[src/rtl/hazard_stall_unit_pkg.sv]
// Shared constants for the no-forwarding data-hazard detector: register index
// width, hazard vector bit positions and the hard-wired zero register.
package hazard_stall_unit_pkg;

  localparam int REG_ADDR_W = 5;
  localparam int HZ_W       = 4;

  localparam int HZ_SRC1_EM = 0;
  localparam int HZ_SRC1_MW = 1;
  localparam int HZ_SRC2_EM = 2;
  localparam int HZ_SRC2_MW = 3;

  localparam logic [REG_ADDR_W-1:0] REG_X0 = 5'd0;

endpackage : hazard_stall_unit_pkg

[src/rtl/hazard_stall_unit_reg_match_cmp.sv]
// One source-versus-destination comparator: flags a RAW dependency when the
// consumer reads the register, the producer writes it, and it is not x0.
module reg_match_cmp
  import hazard_stall_unit_pkg::*;
#(
  parameter int W = hazard_stall_unit_pkg::REG_ADDR_W
) (
  input  logic         used_i,
  input  logic         we_i,
  input  logic [W-1:0] src_i,
  input  logic [W-1:0] rd_i,
  output logic         match_o
);

  // x0 is never a real destination, so a write to it cannot create a hazard.
  assign match_o = used_i & we_i & (rd_i != W'(REG_X0)) & (src_i == rd_i);

endmodule : reg_match_cmp

[src/rtl/hazard_stall_unit.sv]
// Data-hazard stall generator for the 5-stage pipeline without forwarding,
// with a free-running count of stalled cycles.
module hazard_stall_unit
  import hazard_stall_unit_pkg::*;
#(
  parameter int REG_ADDR_W = hazard_stall_unit_pkg::REG_ADDR_W,
  parameter int CNT_W      = 32
) (
  input  logic                  CLK,
  input  logic                  RESET,
  input  logic [REG_ADDR_W-1:0] DE_SRC1,
  input  logic [REG_ADDR_W-1:0] DE_SRC2,
  input  logic                  DE_SRC1_USED,
  input  logic                  DE_SRC2_USED,
  input  logic [REG_ADDR_W-1:0] EM_RD,
  input  logic                  EM_WE,
  input  logic [REG_ADDR_W-1:0] MW_RD,
  input  logic                  MW_WE,
  output logic                  STALL_PROCESSOR,
  output logic [HZ_W-1:0]       TYPE,
  output logic [CNT_W-1:0]      STALL_COUNT
);

  logic [HZ_W-1:0]  hz_s;
  logic [CNT_W-1:0] stall_count_d;
  logic [CNT_W-1:0] stall_count_q;

  reg_match_cmp #(.W(REG_ADDR_W)) u_src1_em (
    .used_i(DE_SRC1_USED), .we_i(EM_WE), .src_i(DE_SRC1), .rd_i(EM_RD),
    .match_o(hz_s[HZ_SRC1_EM])
  );

  reg_match_cmp #(.W(REG_ADDR_W)) u_src1_mw (
    .used_i(DE_SRC1_USED), .we_i(MW_WE), .src_i(DE_SRC1), .rd_i(MW_RD),
    .match_o(hz_s[HZ_SRC1_MW])
  );

  reg_match_cmp #(.W(REG_ADDR_W)) u_src2_em (
    .used_i(DE_SRC2_USED), .we_i(EM_WE), .src_i(DE_SRC2), .rd_i(EM_RD),
    .match_o(hz_s[HZ_SRC2_EM])
  );

  reg_match_cmp #(.W(REG_ADDR_W)) u_src2_mw (
    .used_i(DE_SRC2_USED), .we_i(MW_WE), .src_i(DE_SRC2), .rd_i(MW_RD),
    .match_o(hz_s[HZ_SRC2_MW])
  );

  // Stall must act in the same cycle, so these outputs stay combinational.
  assign TYPE            = hz_s;
  assign STALL_PROCESSOR = |hz_s;
  assign STALL_COUNT     = stall_count_q;

  always_comb begin
    stall_count_d = stall_count_q;
    if (STALL_PROCESSOR) begin
      stall_count_d = stall_count_q + CNT_W'(1);
    end else begin
      stall_count_d = stall_count_q;
    end
  end

  always_ff @(posedge CLK) begin
    if (RESET) begin
      stall_count_q <= '0;
    end else begin
      stall_count_q <= stall_count_d;
    end
  end

endmodule : hazard_stall_unit

[config.mk]
export PLATFORM = sky130hd
export DESIGN_NAME = hazard_stall_unit
export DESIGN_NICKNAME = d
export VERILOG_FILES = /design/src/rtl/hazard_stall_unit_pkg.sv /design/src/rtl/hazard_stall_unit_reg_match_cmp.sv /design/src/rtl/hazard_stall_unit.sv
export SDC_FILE = /design/constraint.sdc
export NUM_CORES = 1
export LEC_CHECK = 0
export CAP_MARGIN = 20
export CORE_MARGIN = 2
export CORE_UTILIZATION = 35
export CTS_CLUSTER_DIAMETER = 100
export CTS_CLUSTER_SIZE = 24
export DETAILED_ROUTE_END_ITERATION = 6
export DONT_BUFFER_PORTS = 1
export PLACE_DENSITY_LB_ADDON = 0.3
export SYNTH_ARGS = -nofsm -noshare
export SYNTH_HDL_FRONTEND = slang
export SYNTH_HIERARCHICAL = 1
export SYNTH_SLANG_ARGS = --single-unit
[constraint.sdc]
create_clock -name CLK -period 3.05 [get_ports CLK]
set_clock_uncertainty 0.2 [all_clocks]
set_input_delay 0 -clock CLK [delete_from_list [all_inputs] [get_ports CLK]]
set_output_delay 0 -clock CLK [all_outputs]
set_load 0.005 [all_outputs]
Word-level counts from Yosys, hierarchy flattened. Index checks and enable logic that the tools add are counted.

Bits of input ports: 26. Register bits: 32. Output and inout port bits: 37.

Add/subtract/negate cells: 1. Eq/ne operators: 4. Reductions and logical operators: 3. Bitwise operators: 12.

Operators by type and width (number): 32-bit by 1-bit adder with 32-bit output, second input constant (1); 5-bit equality test (4); 1-bit AND (12); 5-bit nonzero test (2); 4-bit OR reduction (1).

Logic depth before layout (Yosys ltp).
Depth in word-level cells: 4. Mapped depth: 9.

Modules after synthesis. The synthesis kept the hierarchy.

By module, submodules not included: hazard_stall_unit (instances 1, area an instance 1544.0 um^2, seq. area each 640.6 um^2, cells an instance 176); reg_match_cmp (instances 4, area an instance 76.3 um^2, seq. area each 0.0 um^2, cells an instance 10).

Least setup slack after synthesis. OpenSTA, ideal clock, no wires.

Path kind: input to register. Start: input EM_RD[0]. End: register stall_count_q[28] (netlist: STALL_COUNT[28]). Arrival time: 1.993 ns. Path slack: 0.736 ns. Buffers on the path: 1. Cell stages on the path: 8. Data required time: 2.729 ns. Cell sequence: xnor2_1 > o2111ai_1 > nor3b_2 > nor4_2 > or4_1 > buf_2 > nor4_1 > mux2_2.

Longest elaborated chain between the ends: 4.

Ends and longest elaborated chain: start, declared (line hazard_stall_unit.sv:15) `input logic [REG_ADDR_W-1:0] EM_RD,`; 5-bit nonzero test (line hazard_stall_unit_reg_match_cmp.sv:16) `assign match_o = used_i & we_i & (rd_i != W'(REG_X0)) & (src_i == rd_i);`; 1-bit AND (line hazard_stall_unit_reg_match_cmp.sv:16); 1-bit AND (*) (line hazard_stall_unit_reg_match_cmp.sv:16); via TYPE[0] (line hazard_stall_unit.sv:20) `output logic [HZ_W-1:0] TYPE,`; 4-bit OR reduction (*) (line hazard_stall_unit.sv:50) `assign STALL_PROCESSOR = |hz_s;`; end signal, assigned (line hazard_stall_unit.sv:66) `stall_count_q <= stall_count_d;`; end, declared (line hazard_stall_unit.sv:26) `logic [CNT_W-1:0] stall_count_q;`.

The timed path passes the listed nets; every way through them passes the cells marked *. A chain may end at the register's enable or synchronous reset.

Worst setup path after layout.
Start: input DE_SRC2_USED. End: register stall_count_q[15] (netlist: STALL_COUNT[15]).

Longest elaborated chain between the ends: 4.

Ends and longest elaborated chain: start, declared (line hazard_stall_unit.sv:14) `input logic DE_SRC2_USED,`; 1-bit AND (3 in series) (line hazard_stall_unit_reg_match_cmp.sv:16); via TYPE[3] (line hazard_stall_unit.sv:20); 4-bit OR reduction (line hazard_stall_unit.sv:50).

The timed path passes the listed nets, and every way through them passes these cells.

==> metrics <==
Critical Path AT=2.88 ns; DRC violation count after routing=0; Vias/cell=5.69; met1 wire length=1880 um; Yosys reg bits=32; multiplexer fraction of the synthesized cell area=1.22%; post-layout min period=2.86 ns; area share of xor/xnor cells in the synthesized design=11.4%; H-tree lvl count=2; required time at the endpoint of the critical path=3.07 ns; delay-heaviest family, CP=buffers and inverters; Skew-Pair Late Insertion Delay=0.28 ns; cell count of the worst reg-to-reg path=5; pin count of the biggest net entering global routing=35; DRC violation total after the first TritonRoute iteration=91; post-synthesis share of cell area spent on full adders, half adders and majority gates=0.677%; average wire per cell in the routed design=14.7 um; start point of the critical path=DE_SRC2_USED; Routed Antenna Nets=0; Syn-to-layout area delta=11.6%; synthesis warning total=6; number of global-route vias before repair=1608; gr ovfl total=0; Multi-input gate area=1090 um^2; kind of end point of the critical path=register; Register-to-Register Setup Slack=0.44 ns; Top-Level Pins=63; logic depth of the worst setup path including buffers=9; global-route wire length before repair=7510 um; Port-buffer cells=0; metal2 WL=2030 um; Post-Synthesis Cells=216; hold-fix buffer count after cts=10; final cell count without fillers=294; run status=complete, no violations; number of placement rows=26; share of the yosys chip area belonging to registers=34.6%; max-cap violation count=0; Period Utilization, post-route=93.7%; count of TritonRoute iterations in the first routing pass=4; static leakage power=0.603 nW; cell count after placement=276; overall die height=76.7 um; maximum operating frequency=350 MHz; area of the die=5880 um^2; Final Routed Wirelength=4320 um; met3 wire length=366 um; worst ir drop on vdd=0.000225 V; setup repair after global routing missed its margin=false; share of post-route cells with drive strength above 1=8.93%; Netlist cell types=33; most common cell after layout, fill and taps aside=sky130_fd_sc_hd__dfxtp_1; detailed-route via count=1672; Startpoint Class=input port; top metal layer carrying routed signals=met4; nets in the synthesized netlist=243; r2r startpoint=STALL_COUNT[0]$_SDFFE_PP0P_; Max-slew headroom=60.8%; max reg flops=32; Mapped Area=1850 um^2; worst reg2reg path endpoint=STALL_COUNT[28]$_SDFFE_PP0P_; number of max-slew violations in the final report=0; largest stage delay on the critical path=0.58 ns; complex-gate fraction of the synthesized area=16.5%; post_cts resized=0; number of diodes=0; CTS tree=built; buffering stage count on the worst path with inverters included=3; Longest Clk Path Bufs=2; largest family of logic cells by synthesized area=simple AND/OR/NAND/NOR gates; Reg clk slew, reported paths=0.06 ns; Worst path slowest cell=sky130_fd_sc_hd__dlygate4sd3_1; sequence of cells on the critical path=dlygate4sd3_1, o2111ai_1, nor3b_2, nor4_2, or4_1, buf_4, or3_1, a21oi_1, dlygate4sd3_1; final HPWL from detailed placement=3040 um; Filler cells=526; final-layout setup total negative slack=0 ns; nets=250; pin slew with the least headroom to its limit=0.588 ns; placeable core region=5110 um^2; Setup Viol. Count Final=0; Final Hold Viols=0; initial standard-cell utilization of the core=36.2%; antenna violations before repair=0; number of clock buffers inserted by TritonCTS=5; PD cells=390 nW/um^2; gpl congestion=0.800; capturing element of the worst setup path=STALL_COUNT[15]$_SDFFE_PP0P_; Post-Synth Simple-Gate Area=29.0%; Clock Root Buffer=sky130_fd_sc_hd__clkbuf_8; largest fanout of any net on the critical path=22; horizontal extent of the die=76.7 um; Total Routing Usage GR=15.5%; Critical Setup Path Class=in -> reg; Seq. cell area=641 um^2; clock sinks=32; post-synthesis area per instance=8.56 um^2; most used cell, CP=sky130_fd_sc_hd__dlygate4sd3_1; Hold Path Class=in -> out; post-CTS setup-driven buffer insertion count=0; most used cells in the layout excluding fill and tap cells=32 x sky130_fd_sc_hd__dfxtp_1, 22 x sky130_fd_sc_hd__a21oi_1, 22 x sky130_fd_sc_hd__xnor2_1
routing by layer:
metal  vias up  global-route usage (%)
li1        821                       -
met1       784                    19.0
met2        60                    25.1
met3         7                    5.88
met4         0                    4.73
met5         -                       0
kinds of logic after synthesis:
group / count (synthesis)
and+or+nand+nor: 85
AOI/OAI and AO/OA: 51
DFF: 32
xor gates and xnor gates: 24
buffers and inverters: 21
muxes: 2
adders and majority gates: 1
report_power, final:
group | switching, W | internal [W]
clock network | 0.000147 | 0.000184
registers | 0.000000966 | 0.000419
logic | 0.0000239 | 0.0000300
synthesized netlist by cell type:
master                            number  area (um^2)
sky130_fd_sc_hd__dfxtp_1              32          641
sky130_fd_sc_hd__a21oi_1              22          110
sky130_fd_sc_hd__xnor2_1              22          193
sky130_fd_sc_hd__or4_1                17          128
sky130_fd_sc_hd__nand2_1              14         52.6
sky130_fd_sc_hd__o31ai_1              14          105
sky130_fd_sc_hd__o21ai_0              11         55.1
sky130_fd_sc_hd__nand3_1              10         50.1
sky130_fd_sc_hd__nor2_1               10         37.5
sky130_fd_sc_hd__inv_1                 9         33.8
sky130_fd_sc_hd__or3_1                 7         43.8
sky130_fd_sc_hd__nor4_1                5         31.3
sky130_fd_sc_hd__nand4_1               4         25.0
sky130_fd_sc_hd__nor3b_2               4         50.1
sky130_fd_sc_hd__o2111ai_1             4         35.0
sky130_fd_sc_hd__buf_2                 3         15.0
sky130_fd_sc_hd__buf_6                 3         33.8
sky130_fd_sc_hd__clkbuf_1              3         11.3
sky130_fd_sc_hd__and4_1                2         17.5
sky130_fd_sc_hd__mux2_2                2         22.5
sky130_fd_sc_hd__nand4_2               2         25.0
sky130_fd_sc_hd__nor2b_1               2         12.5
sky130_fd_sc_hd__nor3_1                2         10.0
sky130_fd_sc_hd__nor4b_1               2         17.5
sky130_fd_sc_hd__xor2_1                2         17.5
sky130_fd_sc_hd__and4_2                1         10.0
sky130_fd_sc_hd__buf_4                 1         7.51
sky130_fd_sc_hd__clkdlybuf4s15_2       1         11.3
sky130_fd_sc_hd__dlygate4sd1_1         1         8.76
sky130_fd_sc_hd__ha_1                  1         12.5
sky130_fd_sc_hd__nor3b_1               1         7.51
sky130_fd_sc_hd__nor4_2                1         12.5
sky130_fd_sc_hd__or2_2                 1         6.26
cell type report:
type,count,area share [%]
clock buffers,8,4.36
well taps,70,4.24
inverters,9,1.64
flip-flops and latches,32,31.0
repair buffers,12,6.06
multi-input cells,163,52.7
metrics by stage:
| stage | cell area (um^2) | setup WS (ns) | util, % | total power, W | hold slack [ns] |
|---|---|---|---|---|---|
| detailed placement | 1860 | 0.393 | 36.5 | 0.000465 | -0.122 |
| global placement | 1860 | 0.446 | 36.5 | 0.000465 | -0.125 |
| finish | 2060 | 0.191 | 40.4 | 0.000804 | 0.0112 |
| floorplan | 1850 | 0.736 | - | 0.000468 | -0.0741 |
| CTS | 2060 | 0.209 | 40.4 | 0.000817 | 0.0112 |
| global route | 2060 | 0.00253 | 40.4 | 0.000843 | 0.0343 |
worst register-to-register path: stages, from the launching register on:
cell	delay, ns
sky130_fd_sc_hd__dfxtp_1	0.41
sky130_fd_sc_hd__ha_1	0.22
sky130_fd_sc_hd__nand2_1	0.09
sky130_fd_sc_hd__or4_1	0.82
sky130_fd_sc_hd__nor4_1	0.39
sky130_fd_sc_hd__mux2_2	0.36
how the worst min path moves through the flow:
| stage | start | endpoint | slack, ns | cells past startpoint |
|---|---|---|---|---|
| 3_5_place_dp | RESET | STALL_COUNT[18]$_SDFFE_PP0P_ | -0.12 | 1 |
| 3_3_place_gp | RESET | STALL_COUNT[15]$_SDFFE_PP0P_ | -0.12 | 1 |
| 5_1_grt | DE_SRC2[2] | TYPE[3] | 0.03 | 3 |
| 2_1_floorplan | EM_WE | TYPE[2] | -0.07 | 2 |
| 4_1_cts | DE_SRC2[2] | TYPE[3] | 0.01 | 3 |
| 6_report | DE_SRC2[2] | TYPE[3] | 0.01 | 3 |
No activity file was read; power rests on OpenSTA's default activity.
